[src/rtl/uart_arb_pkg.sv]
// ============================================================================
// Module : uart_arb_pkg
// Brief  : Shared types, constants and pointer helper for the UART TX arbiter.
// Rev    : 1.0 - initial release
// ============================================================================
`default_nettype none

package uart_arb_pkg;

  localparam int BYTE_W = 8;
  localparam int PTR_W  = 4;

  typedef enum logic [0:0] {
    IDLE   = 1'b0,
    LOCKED = 1'b1
  } arb_state_t;

  // Successor of ptr in a ring of n entries; n need not be a power of two.
  function automatic logic [PTR_W-1:0] rr_next(input logic [PTR_W-1:0] ptr, input int n);
    logic [PTR_W-1:0] v_next;
    v_next = ptr + 1'b1;
    if (int'(ptr) >= n - 1) begin
      v_next = '0;
    end
    return v_next;
  endfunction

endpackage

`default_nettype wire

[src/rtl/uart_rr_picker.sv]
// ============================================================================
// Module : uart_rr_picker
// Brief  : Round-robin winner search starting at a pointer (double-width scan).
// Rev    : 1.0 - initial release
// ============================================================================
`default_nettype none

module uart_rr_picker
  import uart_arb_pkg::*;
#(
  parameter int NUM_REQ = 4,
  parameter int IDX_W   = 2
) (
  input  logic [NUM_REQ-1:0] i_req,
  input  logic [IDX_W-1:0]   i_ptr,
  output logic               o_any,
  output logic [IDX_W-1:0]   o_idx
);

  logic [2*NUM_REQ-1:0] w_dbl;
  logic [2*NUM_REQ-1:0] w_mask;
  logic [2*NUM_REQ-1:0] w_scan;
  logic                 w_found;

  assign w_dbl = {i_req, i_req};

  // Masking the low copy below the pointer makes the first hit the
  // round-robin winner; the upper copy supplies the wrap-around.
  generate
    for (genvar g = 0; g < 2*NUM_REQ; g++) begin : g_mask
      assign w_mask[g] = (g >= int'(i_ptr));
    end
  endgenerate

  assign w_scan = w_dbl & w_mask;
  assign o_any  = |i_req;

  always_comb begin
    w_found = 1'b0;
    o_idx   = '0;
    for (int j = 0; j < 2*NUM_REQ; j++) begin
      if (!w_found && w_scan[j]) begin
        w_found = 1'b1;
        o_idx   = IDX_W'(j % NUM_REQ);
      end
    end
  end

endmodule

`default_nettype wire

[src/rtl/uart_tx_arbiter.sv]
// ============================================================================
// Module : uart_tx_arbiter
// Brief  : Message-atomic round-robin arbiter feeding one UART TX byte channel.
// Rev    : 1.0 - initial release
// ============================================================================
`default_nettype none

module uart_tx_arbiter
  import uart_arb_pkg::*;
#(
  parameter int NUM_REQ      = 4,
  parameter int IDLE_TIMEOUT = 1024,
  localparam int c_owner_w   = (NUM_REQ > 1) ? $clog2(NUM_REQ) : 1
) (
  input  logic                      i_clk,
  input  logic                      i_rst,
  input  logic [NUM_REQ-1:0]        i_req_valid,
  input  logic [NUM_REQ*BYTE_W-1:0] i_req_bits,
  input  logic [NUM_REQ-1:0]        i_req_last,
  output logic [NUM_REQ-1:0]        o_req_ready,
  output logic                      o_tx_valid,
  output logic [BYTE_W-1:0]         o_tx_bits,
  input  logic                      i_tx_ready,
  output logic [c_owner_w-1:0]      o_owner,
  output logic                      o_locked,
  output logic                      o_timeout
);

  localparam int c_idle_w = (IDLE_TIMEOUT > 0) ? $clog2(IDLE_TIMEOUT + 1) : 1;
  localparam logic [c_idle_w-1:0] c_idle_limit = c_idle_w'(IDLE_TIMEOUT - 1);
  localparam logic [c_idle_w-1:0] c_idle_max   = {c_idle_w{1'b1}};

  arb_state_t            r_state;
  logic [c_owner_w-1:0]  r_owner;
  logic [c_owner_w-1:0]  r_ptr;
  logic [c_idle_w-1:0]   r_idle;
  logic                  r_out_valid;
  logic [BYTE_W-1:0]     r_out_bits;
  logic                  r_timeout;

  logic [BYTE_W-1:0]     w_req_byte [NUM_REQ];
  logic                  w_any;
  logic [c_owner_w-1:0]  w_pick;
  logic [c_owner_w-1:0]  w_ptr_next;
  logic                  w_slot_free;
  logic                  w_owner_valid;
  logic                  w_accept;
  logic                  w_idle_hit;

  generate
    for (genvar g = 0; g < NUM_REQ; g++) begin : g_unpack
      assign w_req_byte[g] = i_req_bits[g*BYTE_W +: BYTE_W];
    end
  endgenerate

  uart_rr_picker #(
    .NUM_REQ (NUM_REQ),
    .IDX_W   (c_owner_w)
  ) u_picker (
    .i_req   (i_req_valid),
    .i_ptr   (r_ptr),
    .o_any   (w_any),
    .o_idx   (w_pick)
  );

  assign w_slot_free   = !r_out_valid || i_tx_ready;
  assign w_owner_valid = i_req_valid[r_owner];
  assign w_accept      = (r_state == LOCKED) && w_owner_valid && w_slot_free;
  assign w_idle_hit    = (IDLE_TIMEOUT != 0) && (r_idle == c_idle_limit);
  assign w_ptr_next    = c_owner_w'(rr_next(PTR_W'(r_owner), NUM_REQ));

  // Ready follows the transmitter combinationally so a drain and a refill
  // can happen in the same cycle.
  always_comb begin
    o_req_ready = '0;
    if (r_state == LOCKED) begin
      o_req_ready[r_owner] = w_slot_free;
    end
  end

  always_ff @(posedge i_clk or negedge i_rst) begin
    if (!i_rst) begin
      r_state     <= IDLE;
      r_owner     <= '0;
      r_ptr       <= '0;
      r_idle      <= '0;
      r_out_valid <= 1'b0;
      r_out_bits  <= '0;
      r_timeout   <= 1'b0;
    end else begin
      r_timeout <= 1'b0;

      if (w_accept) begin
        r_out_valid <= 1'b1;
        r_out_bits  <= w_req_byte[r_owner];
      end else if (r_out_valid && i_tx_ready) begin
        r_out_valid <= 1'b0;
      end

      case (r_state)
        IDLE: begin
          if (w_any) begin
            r_owner <= w_pick;
            r_idle  <= '0;
            r_state <= LOCKED;
          end
        end
        LOCKED: begin
          if (w_accept) begin
            r_idle <= '0;
            if (i_req_last[r_owner]) begin
              r_state <= IDLE;
              r_ptr   <= w_ptr_next;
            end
          end else if (!w_owner_valid) begin
            if (w_idle_hit) begin
              r_state   <= IDLE;
              r_timeout <= 1'b1;
              r_ptr     <= w_ptr_next;
              r_idle    <= '0;
            end else if (r_idle != c_idle_max) begin
              r_idle <= r_idle + 1'b1;
            end
          end else begin
            // Owner is presenting data but the slot is busy: not idle.
            r_idle <= '0;
          end
        end
        default: r_state <= IDLE;
      endcase
    end
  end

  assign o_tx_valid = r_out_valid;
  assign o_tx_bits  = r_out_bits;
  assign o_owner    = r_owner;
  assign o_locked   = (r_state == LOCKED);
  assign o_timeout  = r_timeout;

endmodule

`default_nettype wire

[config.mk]
export PLATFORM = sky130hd
export DESIGN_NAME = uart_tx_arbiter
export DESIGN_NICKNAME = d
export VERILOG_FILES = /design/src/rtl/uart_arb_pkg.sv /design/src/rtl/uart_rr_picker.sv /design/src/rtl/uart_tx_arbiter.sv
export SDC_FILE = /design/constraint.sdc
export NUM_CORES = 1
export LEC_CHECK = 0
export CAP_MARGIN = 15
export CORE_MARGIN = 5
export CORE_UTILIZATION = 49
export CTS_BUF_LIST = sky130_fd_sc_hd__clkbuf_8
export DETAILED_ROUTE_END_ITERATION = 10
export GPL_TIMING_DRIVEN = 0
export HOLD_SLACK_MARGIN = 0.12
export PLACE_DENSITY = 0.88
export REMOVE_ABC_BUFFERS = 1
export SYNTH_ARGS = -nofsm -noshare
export SYNTH_HDL_FRONTEND = slang
export SYNTH_SLANG_ARGS = --single-unit
[constraint.sdc]
create_clock -name i_clk -period 5.1 [get_ports i_clk]
set_clock_uncertainty 0.2 [all_clocks]
set_input_delay 0.51 -clock i_clk [delete_from_list [all_inputs] [get_ports i_clk]]
set_output_delay 0.51 -clock i_clk [all_outputs]
set_load 0.005 [all_outputs]
; After elaboration in Yosys (flattened, before gate mapping)
; Index checks and enable logic that the tools add are counted.
[classes]
n_addsub = 2
magnitude_cmp = 7
n_eq_ne = 6
muxes = 47
bitwise_logic = 4
n_reduce_logical = 26
[op_table]
columns = op, n
row1 = 2-to-1 mux 11 bit, 5
row2 = 2-to-1 mux 1 bit, 22
row3 = 2-to-1 mux 2 bit, 11
row4 = case mux 11 bit (2 select lines), 1
row5 = binary-select mux 8 bit (select 2 bit), 1
row6 = 2-to-1 mux 8 bit, 2
row7 = adder 11 x 1 -> 11 bit (second input constant), 1
row8 = equality test 11 x 10 -> 1 bit (second input constant), 1
row9 = logical AND 1 bit, 11
row10 = inequality test 11 bit (second input constant), 1
row11 = bitwise AND 8 bit, 1
row12 = logical NOT 1 bit, 8
row13 = inequality test 2 x 1 -> 1 bit (second input constant), 3
row14 = inequality test 5 x 1 -> 1 bit (second input constant), 1
row15 = bitwise AND 4 bit, 1
row16 = binary-select mux 1 bit (select 2 bit), 2
row17 = greater-or-equal comparator 1 x 2 -> 1 bit (first input constant), 2
row18 = 2-to-1 mux 4 bit, 1
row19 = AND reduction 2 bit, 2
row20 = AND reduction 4 bit, 1
row21 = nonzero test 2 bit, 2
row22 = OR reduction 4 bit, 1
row23 = greater-or-equal comparator 3 bit (second input constant), 1
row24 = less-than comparator 2 x 3 -> 1 bit (second input constant), 1
row25 = 9 further kinds, 9
[word_totals]
reg_bits = 26
inputBits = 43
out_inout_bits = 17
elab_cells = 99

; Longest topological paths before layout
; Gate-level depths: netlist (run 1).
[depth]
depth_word = 24
depth_mapped = 7
depth_no_buf = 6

; Hierarchy
; A second synthesis (run 1) with hierarchy kept.
[hier_totals]
hier_cells = 155
area_unflattened_um2 = 1692.9
[by_module_without_submodules]
columns = mod, n_inst, cells_per_inst, area_per_inst_um2, seq_area_each_um2
row1 = uart_tx_arbiter, 1, 143, 1619.1, 650.6
row2 = uart_rr_picker, 1, 12, 73.8, 0.0

; Least setup slack after synthesis (run 1)
; No wires, ideal clock.
[synth_timing]
path_kind = register to register
from = register r_owner[0], in the netlist o_owner[0]
to = register r_ptr[0]
setup_time_ns = 0.125
t_arrival_ns = 1.948
t_required_ns = 4.775
setup_slack_ns = 2.827
path_stages_with_launch = 6
path_buffers = 1
synth_period_minus_slack_ns = 2.273
path_cell_list = dfrtp_1 > mux4_2 > or2_0 > buf_2 > a22o_1 > mux2_4
[synth_between]
elab_chain_cells = 6
word_cells_on_any_way = 17
classes_between = add/sub: 1 / order compare: 1 / eq/ne: 2 / mux: 9 / reduce/logical: 4
[synth_lines]
columns = item, line
row1 = "start, declared", uart_tx_arbiter.sv:34  ; logic [c_owner_w-1:0] r_owner;
row2 = "start signal, assigned", uart_tx_arbiter.sv:103  ; r_owner <= w_pick;
row3 = binary-select mux 1 bit (select 2 bit), uart_tx_arbiter.sv:67  ; assign w_owner_valid = i_req_valid[r_owner];
row4 = 2-to-1 mux 1 bit (implied by the code), uart_tx_arbiter.sv:67
row5 = logical AND 1 bit (2 in series), uart_tx_arbiter.sv:68  ; assign w_accept = (r_state == LOCKED) && w_owner_valid && w_slot_free;
row6 = inequality test 2 x 1 -> 1 bit (no source line) / nonzero test 2 bit (equally long branches), -
row7 = AND reduction 4 bit (no source line), -
row8 = "end signal, assigned", uart_tx_arbiter.sv:113  ; r_ptr <= w_ptr_next;
row9 = "end signal, assigned", uart_tx_arbiter.sv:119  ; r_ptr <= w_ptr_next;
row10 = "end, declared", uart_tx_arbiter.sv:35  ; logic [c_owner_w-1:0] r_ptr;
; Several ways; a longest one is shown, not always the timed one. The select of a mux whose other input is x is not followed.
; A chain may end at the register's enable or synchronous reset.

; Final worst setup path (run 1)
[layout_timing]
from = register r_owner[0], in the netlist o_owner[0]
to = register r_idle[8]
[layout_between]
elab_chain_cells = 6
word_cells_on_any_way = 9
classes_between = eq/ne: 1 / mux: 5 / reduce/logical: 3
[layout_lines]
columns = item, line
row1 = binary-select mux 1 bit (select 2 bit) (*), uart_tx_arbiter.sv:67
row2 = 2-to-1 mux 1 bit (implied by the code) (*), uart_tx_arbiter.sv:67
row3 = logical AND 1 bit (2 in series), uart_tx_arbiter.sv:68
row4 = inequality test 5 x 1 -> 1 bit (no source line) / 2-to-1 mux 11 bit (equally long branches), -
row5 = AND reduction 2 bit (no source line) / case mux 11 bit (2 select lines) (equally long branches), -
row6 = "end signal, assigned", uart_tx_arbiter.sv:122  ; r_idle <= r_idle + 1'b1;
row7 = "end, declared", uart_tx_arbiter.sv:36  ; logic [c_idle_w-1:0] r_idle;
; Mark *: on every way between the ends. The rest lies on a longest branch, timed or not. The select of a mux whose other input is x is not followed.

==> key figures, run 1 <==
Timing
  – Fin worst setup slack: 2250 ps
  – Period utilization: 0.560
  – Final setup fails: 0
  – RSZ-0062 raised after global routing: false
  – Slew Viols, Final: 0
  – Worst-Margin Slew: 773 ps
  – Final hold viol count: 0
  – Final Hold Slack: 311 ps
  – Slew margin rel.: 0.481
  – Fmax: 350 MHz
  – Minimum clock period: 2850 ps
  – Final setup TNS: 0 ps

Logic synthesis
  – Post-Syn Area: 1580 sq um
  – Cell taking the most area after synthesis: dfrtp_1
  – Count of mapped cells out of synthesis: 146
  – Yosys reg bits: 26
  – Top cell type's share of synthesized area: 0.411
  – Synthesis Warnings: 0
  – Syn avg cell area: 10.8 sq um
  – Post-synthesis sequential area ratio: 0.411
  – Post-synthesis cell type count: 34
  – Top cells by area, synth: dfrtp_1 41%, mux4_2 14%, mux2_2 5.7%

Clock tree
  – Sink Count: 26
  – CTS tree: done
  – Clock latency on the worst-skew pair: 260 ps
  – Max H-tree Level: 1
  – CTS root buffer: clkbuf_8
  – Setup bufs post-CTS: 0
  – Post_cts resized: 0
  – Max Buffers Root-to-Sink: 2
  – Num CTS Buffers: 3
  – Hold buffer count at CTS: 0
  – Worst-path clk slew: 80 ps

Critical path
  – Data required time at the worst endpoint: 5080 ps
  – CP Class: reg2reg
  – Worst Path Arrival: 2830 ps
  – CP Launch Type: flop
  – CP cell instances: mux4_2 -> o31ai_2 -> o21ai_0 -> o31ai_1
  – Worst path slowest cell: dfrtp_1
  – Max incr delay on CP: 840 ps
  – Worst Path Max Fanout: 15
  – Worst Setup End Kind: flop

Drt
  – Vias per cell: 5.61
  – Antenna-violating nets left: 0
  – DR DRC count: 0
  – Drt wl/cell: 17.5 microns
  – Post-Route WL: 4.32 mm
  – Via count: 1379
  – Detailed Routing Iterations Pass 1: 4
  – Initial drt markers: 28

Layout
  – Storage element area: 651 sq um
  – Multi-input logic area: 880 sq um
  – Diodes inserted: 0
  – Layout net count: 252
  – Share of layout cells above drive strength 1: 0.124
  – FILL cells: 232
  – Area growth syn-to-layout: 42.6%

Run
  – Total of max-cap violations: 0

Outcome
  – Status: finished clean

Floorplan
  – Num ports: 60
  – Die W: 66.8 microns
  – Full die area: 4460 sq um
  – Core area: 3080 sq um
  – Die height: 66.8 microns
  – Standard-cell rows: 20
  – Initial core utilization: 0.514

Global route
  – All-Layer GR Usage: 0.206
  – Pin count of the biggest net entering global routing: 27
  – Initial antenna violation count: 0
  – First-pass GRT wire length: 6.79 mm
  – Grt ovf: 0
  – Number of global-route vias before repair: 1417

Placement
  – PortBufs: 59
  – Post-DP HPWL: 3.44 mm
  – GP Congestion: 0.831
  – Pre-CTS setup slack: 2160 ps

Power and ir drop
  – Pleak: 0.975 nW
  – Pwr per Cell Area: 433 nW/um^2
  – Peak supply drop: 329 uV

Hold path
  – HP Class: reg2reg
==> cell usage in the layout (no fill, tap or decap), drive strengths merged <==
cell	instances
or2	1
nor4	3
nand2b	2
clkbuf	3
nand3	6
o21a	1
o22ai	1
nand3b	1
o21ai	7
a22o	3
a21oi	3
and2	2
o211ai	1
nand2	16
mux4	10
clkdlybuf4s50	59
ha	5
buf	1
nand4b	1
dfrtp	26
o21bai	2
and3	4
nand4	2
o31ai	3
o221ai	2
mux2	10
and4	2
inv	6
a21o	6
mux2i	1
nor3	2
nor2	10
==> cell usage after synthesis <==
master    number
o31ai_2        1
and2_1         2
o211ai_1       1
mux2i_1        1
mux4_2        10
mux2_4         2
ha_1           5
nor4_1         3
buf_1          1
o31ai_1        2
buf_2          2
o21bai_1       2
a21o_1         6
nand3_1        6
nand4_1        2
nand3b_1       1
nor2_1        10
a22o_1         3
o21ai_0        7
a21oi_1        3
clkbuf_1       4
and3_1         4
and4_1         2
nand2_1       16
mux2_2         8
o22ai_1        1
o221ai_1       2
o21a_1         1
inv_1          6
nor3_1         2
nand2b_1       2
or2_0          1
dfrtp_1       26
nand4b_1       1
==> metal layers <==
metal | wire, microns | global-route usage | part of all wire | vias up
met5 | 0 | 0 | 0 | -
met4 | 95 | 0.0609 | 0.022 | 0
met3 | 157 | 0.0472 | 0.036 | 8
met2 | 2430 | 0.380 | 0.56 | 33
met1 | 1630 | 0.234 | 0.38 | 680
li1 | - | - | - | 658
==> final cells by class <==
cell class | instances | area share
timing repair buffer | 60 | 0.269
inverter | 6 | 0.00999
tap | 44 | 0.0244
multi-input combinational | 107 | 0.390
clock buffer | 3 | 0.0183
sequential | 26 | 0.289
==> where the power goes <==
group | switching, W | total [W] | internal (W)
Sequential | 0.0000917 | 0.000363 | 0.000271
Clock | 0.0000583 | 0.000111 | 0.0000528
Combinational | 0.000186 | 0.000503 | 0.000317
==> worst max-delay path, delay by kind of cell, from the launching register on <==
| kind | cells | cell delay [ps] |
|---|---|---|
| AO/OA/AOI/OAI | 3 | 1070 |
| flip-flops | 1 | 840 |
| multiplexers | 1 | 670 |
==> cells by family (layout without fill, tap and decap cells) <==
group | after synthesis | count (layout) | synth area share
buffers and inverters | 13 | 69 | 0.0324
AO/OA/AOI/OAI | 29 | 29 | 0.128
multiplexers | 21 | 21 | 0.225
adder cells (fa/ha/maj) | 5 | 5 | 0.0396
AND/OR/NAND/NOR | 52 | 52 | 0.164
flip-flops | 26 | 26 | 0.411
==> registers in the layout, indices dropped and copies added (netlist names) <==
register and count:
o_locked 1, o_owner 2, o_timeout 1, o_tx_bits 8, o_tx_valid 1, r_idle 11, r_ptr 2
==> final timing paths <==
path                                     startpoint  slack (ps)  cells after the start                       end
min in group asynchronous                     i_rst         410                      1       o_timeout$_DFF_PN0_
hold / removal             o_tx_bits[0]$_DFFE_PN0P_         310                      1  o_tx_bits[0]$_DFFE_PN0P_
max in group asynchronous                     i_rst        3800                      2     r_idle[1]$_DFFE_PN0P_
setup reg to reg             o_owner[0]$_DFFE_PN0P_        2250                      4     r_idle[8]$_DFFE_PN0P_
setup / recovery             o_owner[0]$_DFFE_PN0P_        2250                      4     r_idle[8]$_DFFE_PN0P_
hold reg to reg            o_tx_bits[0]$_DFFE_PN0P_         310                      1  o_tx_bits[0]$_DFFE_PN0P_
==> per-stage QoR <==
stage / power (W) / util / std cells / cell area [sq um]
6_report: 0.000977 / 0.733 / 246 / 2250
3_3_place_gp: 0.000848 / 0.714 / 242 / 2200
5_1_grt: 0.00105 / 0.733 / 246 / 2250
2_1_floorplan: 0.000637 / - / 139 / 1550
4_1_cts: 0.000986 / 0.728 / 245 / 2240
3_5_place_dp: 0.000875 / 0.714 / 242 / 2200
Note: power is estimated with default switching activity, not from simulation.
==> inputs of run 2 (changes only) <==
--- a/config.mk
+++ b/config.mk
@@ -7,12 +7,12 @@
 export LEC_CHECK = 0
 export CAP_MARGIN = 15
 export CORE_MARGIN = 5
-export CORE_UTILIZATION = 49
+export CORE_UTILIZATION = 41
 export CTS_BUF_LIST = sky130_fd_sc_hd__clkbuf_8
 export DETAILED_ROUTE_END_ITERATION = 10
 export GPL_TIMING_DRIVEN = 0
 export HOLD_SLACK_MARGIN = 0.12
-export PLACE_DENSITY = 0.88
+export PLACE_DENSITY = 0.78
 export REMOVE_ABC_BUFFERS = 1
 export SYNTH_ARGS = -nofsm -noshare
 export SYNTH_HDL_FRONTEND = slang
==> constraint.sdc (replaced) <==
create_clock -name i_clk -period 2.45 [get_ports i_clk]
set_clock_uncertainty 0.2 [all_clocks]
set_input_delay 0.245 -clock i_clk [delete_from_list [all_inputs] [get_ports i_clk]]
set_output_delay 0.245 -clock i_clk [all_outputs]
set_load 0.005 [all_outputs]
==> run 2 against run 1 <==
Compared with the run above: critical path depth is 1 higher; non-clock buffer count is 1 higher; die area is 16% higher; clock-buffer cell count stayed put; sequential share of layout area is 0.35 points lower; highest routed layer unchanged; largest power group unchanged.
==> key figures, run 2 (same netlist as run 1, synthesis figures left out) <==
Placement
  – # placed instances: 246
  – GP Congestion: 0.910
  – Post-DP HPWL: 3.27 mm
  – PortBufs: 59

Timing
  – Worst-Margin Slew: 598 ps
  – Period utilization: 0.967
  – Slew margin rel.: 0.601
  – Slew Viols, Final: 0
  – Final setup TNS: 0 ps
  – Final setup fails: 0
  – Final hold viol count: 0
  – Minimum clock period: 2370 ps
  – RSZ-0062 raised after global routing: false
  – Fmax: 422 MHz

Layout
  – Largest Register: r_idle
  – Multi-input logic area: 893 sq um
  – Most common cell after layout, fill and taps aside: clkdlybuf4s50_1
  – FILL cells: 306
  – Storage element area: 658 sq um
  – Area growth syn-to-layout: 46.0%
  – Max FFs per register: 11
  – Layout net count: 253
  – Non-filler cells, final: 252
  – Diodes inserted: 0
  – Most frequent cells in the layout: 58 x clkdlybuf4s50_1, 24 x dfrtp_1, 16 x nand2_1
  – Share of layout cells above drive strength 1: 0.147

Clock tree
  – Max H-tree Level: 1
  – Num CTS Buffers: 3
  – CTS tree: done
  – Clock latency on the worst-skew pair: 260 ps
  – CTS root buffer: clkbuf_8
  – Max Buffers Root-to-Sink: 2
  – Sink Count: 26
  – Worst-path clk slew: 90 ps

Floorplan
  – Full die area: 5200 sq um
  – Initial core utilization: 0.429
  – Die height: 72.1 microns
  – Num ports: 60
  – Die W: 72.1 microns
  – Standard-cell rows: 22
  – Core area: 3690 sq um

Drt
  – Post-Route WL: 4.17 mm
  – Initial drt markers: 68
  – Via count: 1395
  – Antenna-violating nets left: 0
  – Vias per cell: 5.54
  – Detailed Routing Iterations Pass 1: 5
  – Drt wl/cell: 16.6 microns
  – DR DRC count: 0

Global route
  – Number of global-route vias before repair: 1473
  – Pin count of the biggest net entering global routing: 27
  – Grt ovf: 0
  – All-Layer GR Usage: 0.167
  – First-pass GRT wire length: 6.87 mm
  – Initial antenna violation count: 0

Hold path
  – HP Class: in2async

Power and ir drop
  – Pwr per Cell Area: 947 nW/um^2
  – Pleak: 0.992 nW
  – Peak supply drop: 500 uV

Critical path
  – Worst Setup SP: i_req_valid[3]
  – Worst Setup End Kind: flop
  – CP top delay family: multiplexers
  – Bufs and invs on worst path: 1
  – CP Launch Type: primary input
  – Data required time at the worst endpoint: 2400 ps
  – Worst Path Max Fanout: 7
  – Reg2reg start: o_owner[0]$_DFFE_PN0P_
  – CP cell instances: clkdlybuf4s50_1 -> mux4_2 -> or2_1 -> a22o_1 -> mux2_4
  – Max incr delay on CP: 600 ps
  – Worst Path Arrival: 2320 ps
  – Worst path slowest cell: mux4_2
  – CP Class: in2reg

Run
  – Total of max-cap violations: 0

Outcome
  – Status: finished clean
==> run 2: layout make-up <==
| type | count | share of cell area |
|---|---|---|
| Multi-Input combinational cell | 107 | 0.387 |
| Sequential cell | 26 | 0.285 |
| Timing Repair Buffer | 61 | 0.261 |
| Tap cell | 48 | 0.0260 |
| Clock buffer | 3 | 0.0179 |
| Clock inverter | 1 | 0.0130 |
| Inverter | 6 | 0.00976 |
==> run 2: per-stage QoR <==
step                      hold slack [ps]  power [W]  instance area (sq um)  setup WS, ps   util
after detailed placement              299    0.00182                   2200          -467  0.597
after floorplan                      -251    0.00132                   1550          -159      -
after global placement                286    0.00177                   2200          -387  0.597
final                                 315    0.00219                   2310          79.8  0.626
after CTS                             316    0.00220                   2300          47.2  0.624
after global routing                  340    0.00234                   2310          13.8  0.626
==> run 2: worst paths after layout <==
kind                                       endpoint  slack, ps  depth (start not counted)
setup / recovery               r_ptr[0]$_DFFE_PN0P_         80                          5
hold / removal                   o_locked$_DFF_PN0_        320                          2
setup reg to reg               r_ptr[0]$_DFFE_PN0P_        130                          4
hold reg to reg            o_tx_bits[4]$_DFFE_PN0P_        320                          1
max in group asynchronous    o_owner[1]$_DFFE_PN0P_       1300                          2
min in group i_clk         o_tx_bits[4]$_DFFE_PN0P_        320                          1
==> run 2: worst reg2reg max path, cell delays in order (launching register included) <==
cell	delay, ps
dfrtp_4	430
mux4_2	600
or2_1	350
a22o_1	320
mux2_4	310
==> run 2: layer usage <==
metal | wire, microns | track usage | up-vias
met4 | 51 | 0.0480 | 0
li1 | - | - | 663
met1 | 1610 | 0.194 | 681
met3 | 194 | 0.0319 | 6
met5 | 0 | 0 | -
met2 | 2310 | 0.307 | 45
==> run 2: what timing repair did <==
| action | 4_1_cts | 5_1_grt |
|---|---|---|
| resized for setup | 5 | 2 |
| hold buffers | 0 | 1 |
| setup endpoints to repair | 25 | 2 |
| gates cloned | 0 | 0 |
| hold endpoints to repair | 0 | 26 |
| buffers inserted | 1 | 0 |
==> run 2: where the power goes <==
group          total (W)  switching, W  internal, W
combinational    0.00112      0.000451     0.000669
clock           0.000348      0.000130     0.000218
sequential      0.000718      0.000142     0.000576
==> inputs of run 3 (changes only) <==
==> constraint.sdc (replaced) <==
create_clock -name i_clk -period 2.15 [get_ports i_clk]
set_clock_uncertainty 0.2 [all_clocks]
set_input_delay 0.215 -clock i_clk [delete_from_list [all_inputs] [get_ports i_clk]]
set_output_delay 0.215 -clock i_clk [all_outputs]
set_load 0.005 [all_outputs]
==> run 3 against run 2 <==
Compared with the run above: the flow now finishes with violations (negative setup slack); sequential share of layout area down 1.8 points; sequential power up 10%; final area up 6.4%; global-route usage up 1.0 points; core utilization up 4.0 points; sequential cell count unchanged; hold slack worse by 26 ps; first-iteration DRC count down 1.5%; register-to-register slack worse by 180 ps; setup slack worse by 130 ps; largest cell class unchanged.
==> key figures, run 3 (same netlist as run 1, synthesis figures left out) <==
Floorplan
  – Die W: 72.1 microns
  – Initial core utilization: 0.429
  – Standard-cell rows: 22
  – Core area: 3690 sq um
  – Full die area: 5200 sq um
  – Die height: 72.1 microns
  – Num ports: 60

Global route
  – Initial antenna violation count: 0
  – First-pass GRT wire length: 7.23 mm
  – All-Layer GR Usage: 0.176
  – Number of global-route vias before repair: 1532
  – Pin count of the biggest net entering global routing: 27
  – Grt ovf: 0

Clock tree
  – CTS tree: done
  – CTS root buffer: clkbuf_8
  – Clock latency on the worst-skew pair: 270 ps
  – Sink Count: 26
  – Worst-path clk slew: 100 ps
  – Max H-tree Level: 1
  – Num CTS Buffers: 3
  – Max Buffers Root-to-Sink: 2

Drt
  – DR DRC count: 0
  – Via count: 1457
  – Initial drt markers: 67
  – Vias per cell: 5.52
  – Post-Route WL: 4.64 mm
  – Detailed Routing Iterations Pass 1: 4
  – Antenna-violating nets left: 0
  – Drt wl/cell: 17.6 microns

Power and ir drop
  – Comb pwr share: 0.560
  – Part of the power in registers: 0.292
  – Pint: 0.00180 W
  – P_sw: 0.000916 W
  – Clk pwr share: 0.148
  – Pwr per Cell Area: 1110 nW/um^2
  – Switch share: 0.337
  – Pleak: 1.11 nW
  – Peak supply drop: 613 uV

Critical path
  – R2r setup slk: -50 ps
  – Worst Setup End Kind: flop
  – Worst Path Max Fanout: 5
  – CP cell instances: mux4_2 -> or2_4 -> a22o_4 -> mux2_4
  – CP Launch Type: flop
  – CP top delay family: multiplexers
  – Reg2reg start: o_owner[0]$_DFFE_PN0P_
  – Data required time at the worst endpoint: 2100 ps
  – Max incr delay on CP: 580 ps
  – Worst path slowest cell: mux4_2
  – Path depth of the worst reg2reg path: 4
  – Bufs and invs on worst path: 0
  – Worst Path Arrival: 2150 ps
  – CP Class: reg2reg
  – RR Endpoint: r_ptr[0]$_DFFE_PN0P_

Layout
  – Area growth syn-to-layout: 55.3%
  – Max FFs per register: 11
  – Diodes inserted: 0
  – Non-filler cells, final: 264
  – Most common cell after layout, fill and taps aside: clkdlybuf4s50_1
  – FILL cells: 284
  – Largest Register: r_idle
  – Layout net count: 265
  – Design Area, Final: 2460 sq um
  – Most frequent cells in the layout: 54 x clkdlybuf4s50_1, 24 x dfrtp_1, 16 x nand2_1
  – Share of layout cells above drive strength 1: 0.227

Outcome
  – Violated checks: negative setup slack
  – Status: finished, violations left

Placement
  – Pre-CTS setup slack: -767 ps
  – Post-DP HPWL: 3.27 mm
  – GP Congestion: 0.910
  – Placed instance area: 2200 sq um
  – PortBufs: 59
  – # placed instances: 246

Timing
  – RSZ-0062 raised after global routing: true
  – Final setup TNS: -95.8 ps
  – Slew margin rel.: 0.588
  – Minimum clock period: 2200 ps
  – Final Hold Slack: 290 ps
  – Worst-Margin Slew: 617 ps
  – Fmax: 454 MHz
  – Fin worst setup slack: -51.1 ps
  – Slew Viols, Final: 0
  – Period utilization: 1.02
  – Final setup fails: 2
  – Final hold viol count: 0

Run
  – Total of max-cap violations: 0

Hold path
  – HP Class: in2async
run 3: cell types whose count changed in the layout (fill, tap and decap cells not counted), moves of 2 or more:
cell             before  now
buf_12                0    2
buf_4                 1   11
clkdlybuf4s50_1      58   54
dlygate4sd2_1         0    2
dlymetal6s2s_1        0    2
run 3: final cells by class:
class | instances | area [sq um] | area share
clock inverters | 1 | 30.0 | 0.0122
multi-input cells | 107 | 926 | 0.377
clock buffers | 3 | 41.3 | 0.0168
inverters | 6 | 22.5 | 0.00917
repair buffers | 73 | 721 | 0.293
flip-flops and latches | 26 | 656 | 0.267
well taps | 48 | 60.1 | 0.0245
run 3: through the flow:
stage          power (W)  utilization
5_1_grt          0.00288        0.666
3_3_place_gp     0.00201        0.597
2_1_floorplan    0.00151            -
6_report         0.00272        0.666
3_5_place_dp     0.00207        0.597
4_1_cts          0.00263        0.642
run 3: per-layer routing:
metal / part of all wire / global-route usage
met1: 0.38 / 0.200
met3: 0.048 / 0.0332
met2: 0.55 / 0.330
met4: 0.021 / 0.0564
met5: 0 / 0
run 3: worst max-delay path by stage:
stage	startpoint	endpoint	slack, ps	cells past startpoint
after global routing	r_idle[0]$_DFFE_PN0P_	r_ptr[0]$_DFFE_PN0P_	-100	6
after global placement	o_owner[0]$_DFFE_PN0P_	r_ptr[0]$_DFFE_PN0P_	-690	5
after CTS	o_owner[0]$_DFFE_PN0P_	r_ptr[0]$_DFFE_PN0P_	-100	5
after floorplan	o_owner[0]$_DFFE_PN0P_	r_ptr[0]$_DFFE_PN0P_	-460	4
after detailed placement	o_owner[0]$_DFFE_PN0P_	r_ptr[0]$_DFFE_PN0P_	-770	5
final	o_owner[0]$_DFFE_PN0P_	r_ptr[0]$_DFFE_PN0P_	-50	4
run 3: power groups by stage:
stage	Clock (W)	Sequential (W)	Combinational, W
finish	0.000401	0.000793	0.00152
global route	0.000423	0.000814	0.00165
CTS	0.000400	0.000783	0.00145
detailed placement	0	0.000876	0.00120
global placement	0	0.000859	0.00115
floorplan	0	0.000835	0.000675
run 3: what timing repair did:
| item | in CTS | in global routing |
|---|---|---|
| setup endpoints to repair | 28 | 14 |
| hold endpoints to repair | 0 | 26 |
| hold buffers | 0 | 1 |
| pin swaps | 1 | 4 |
| setup buffers | 7 | 6 |
| resized for setup | 14 | 9 |
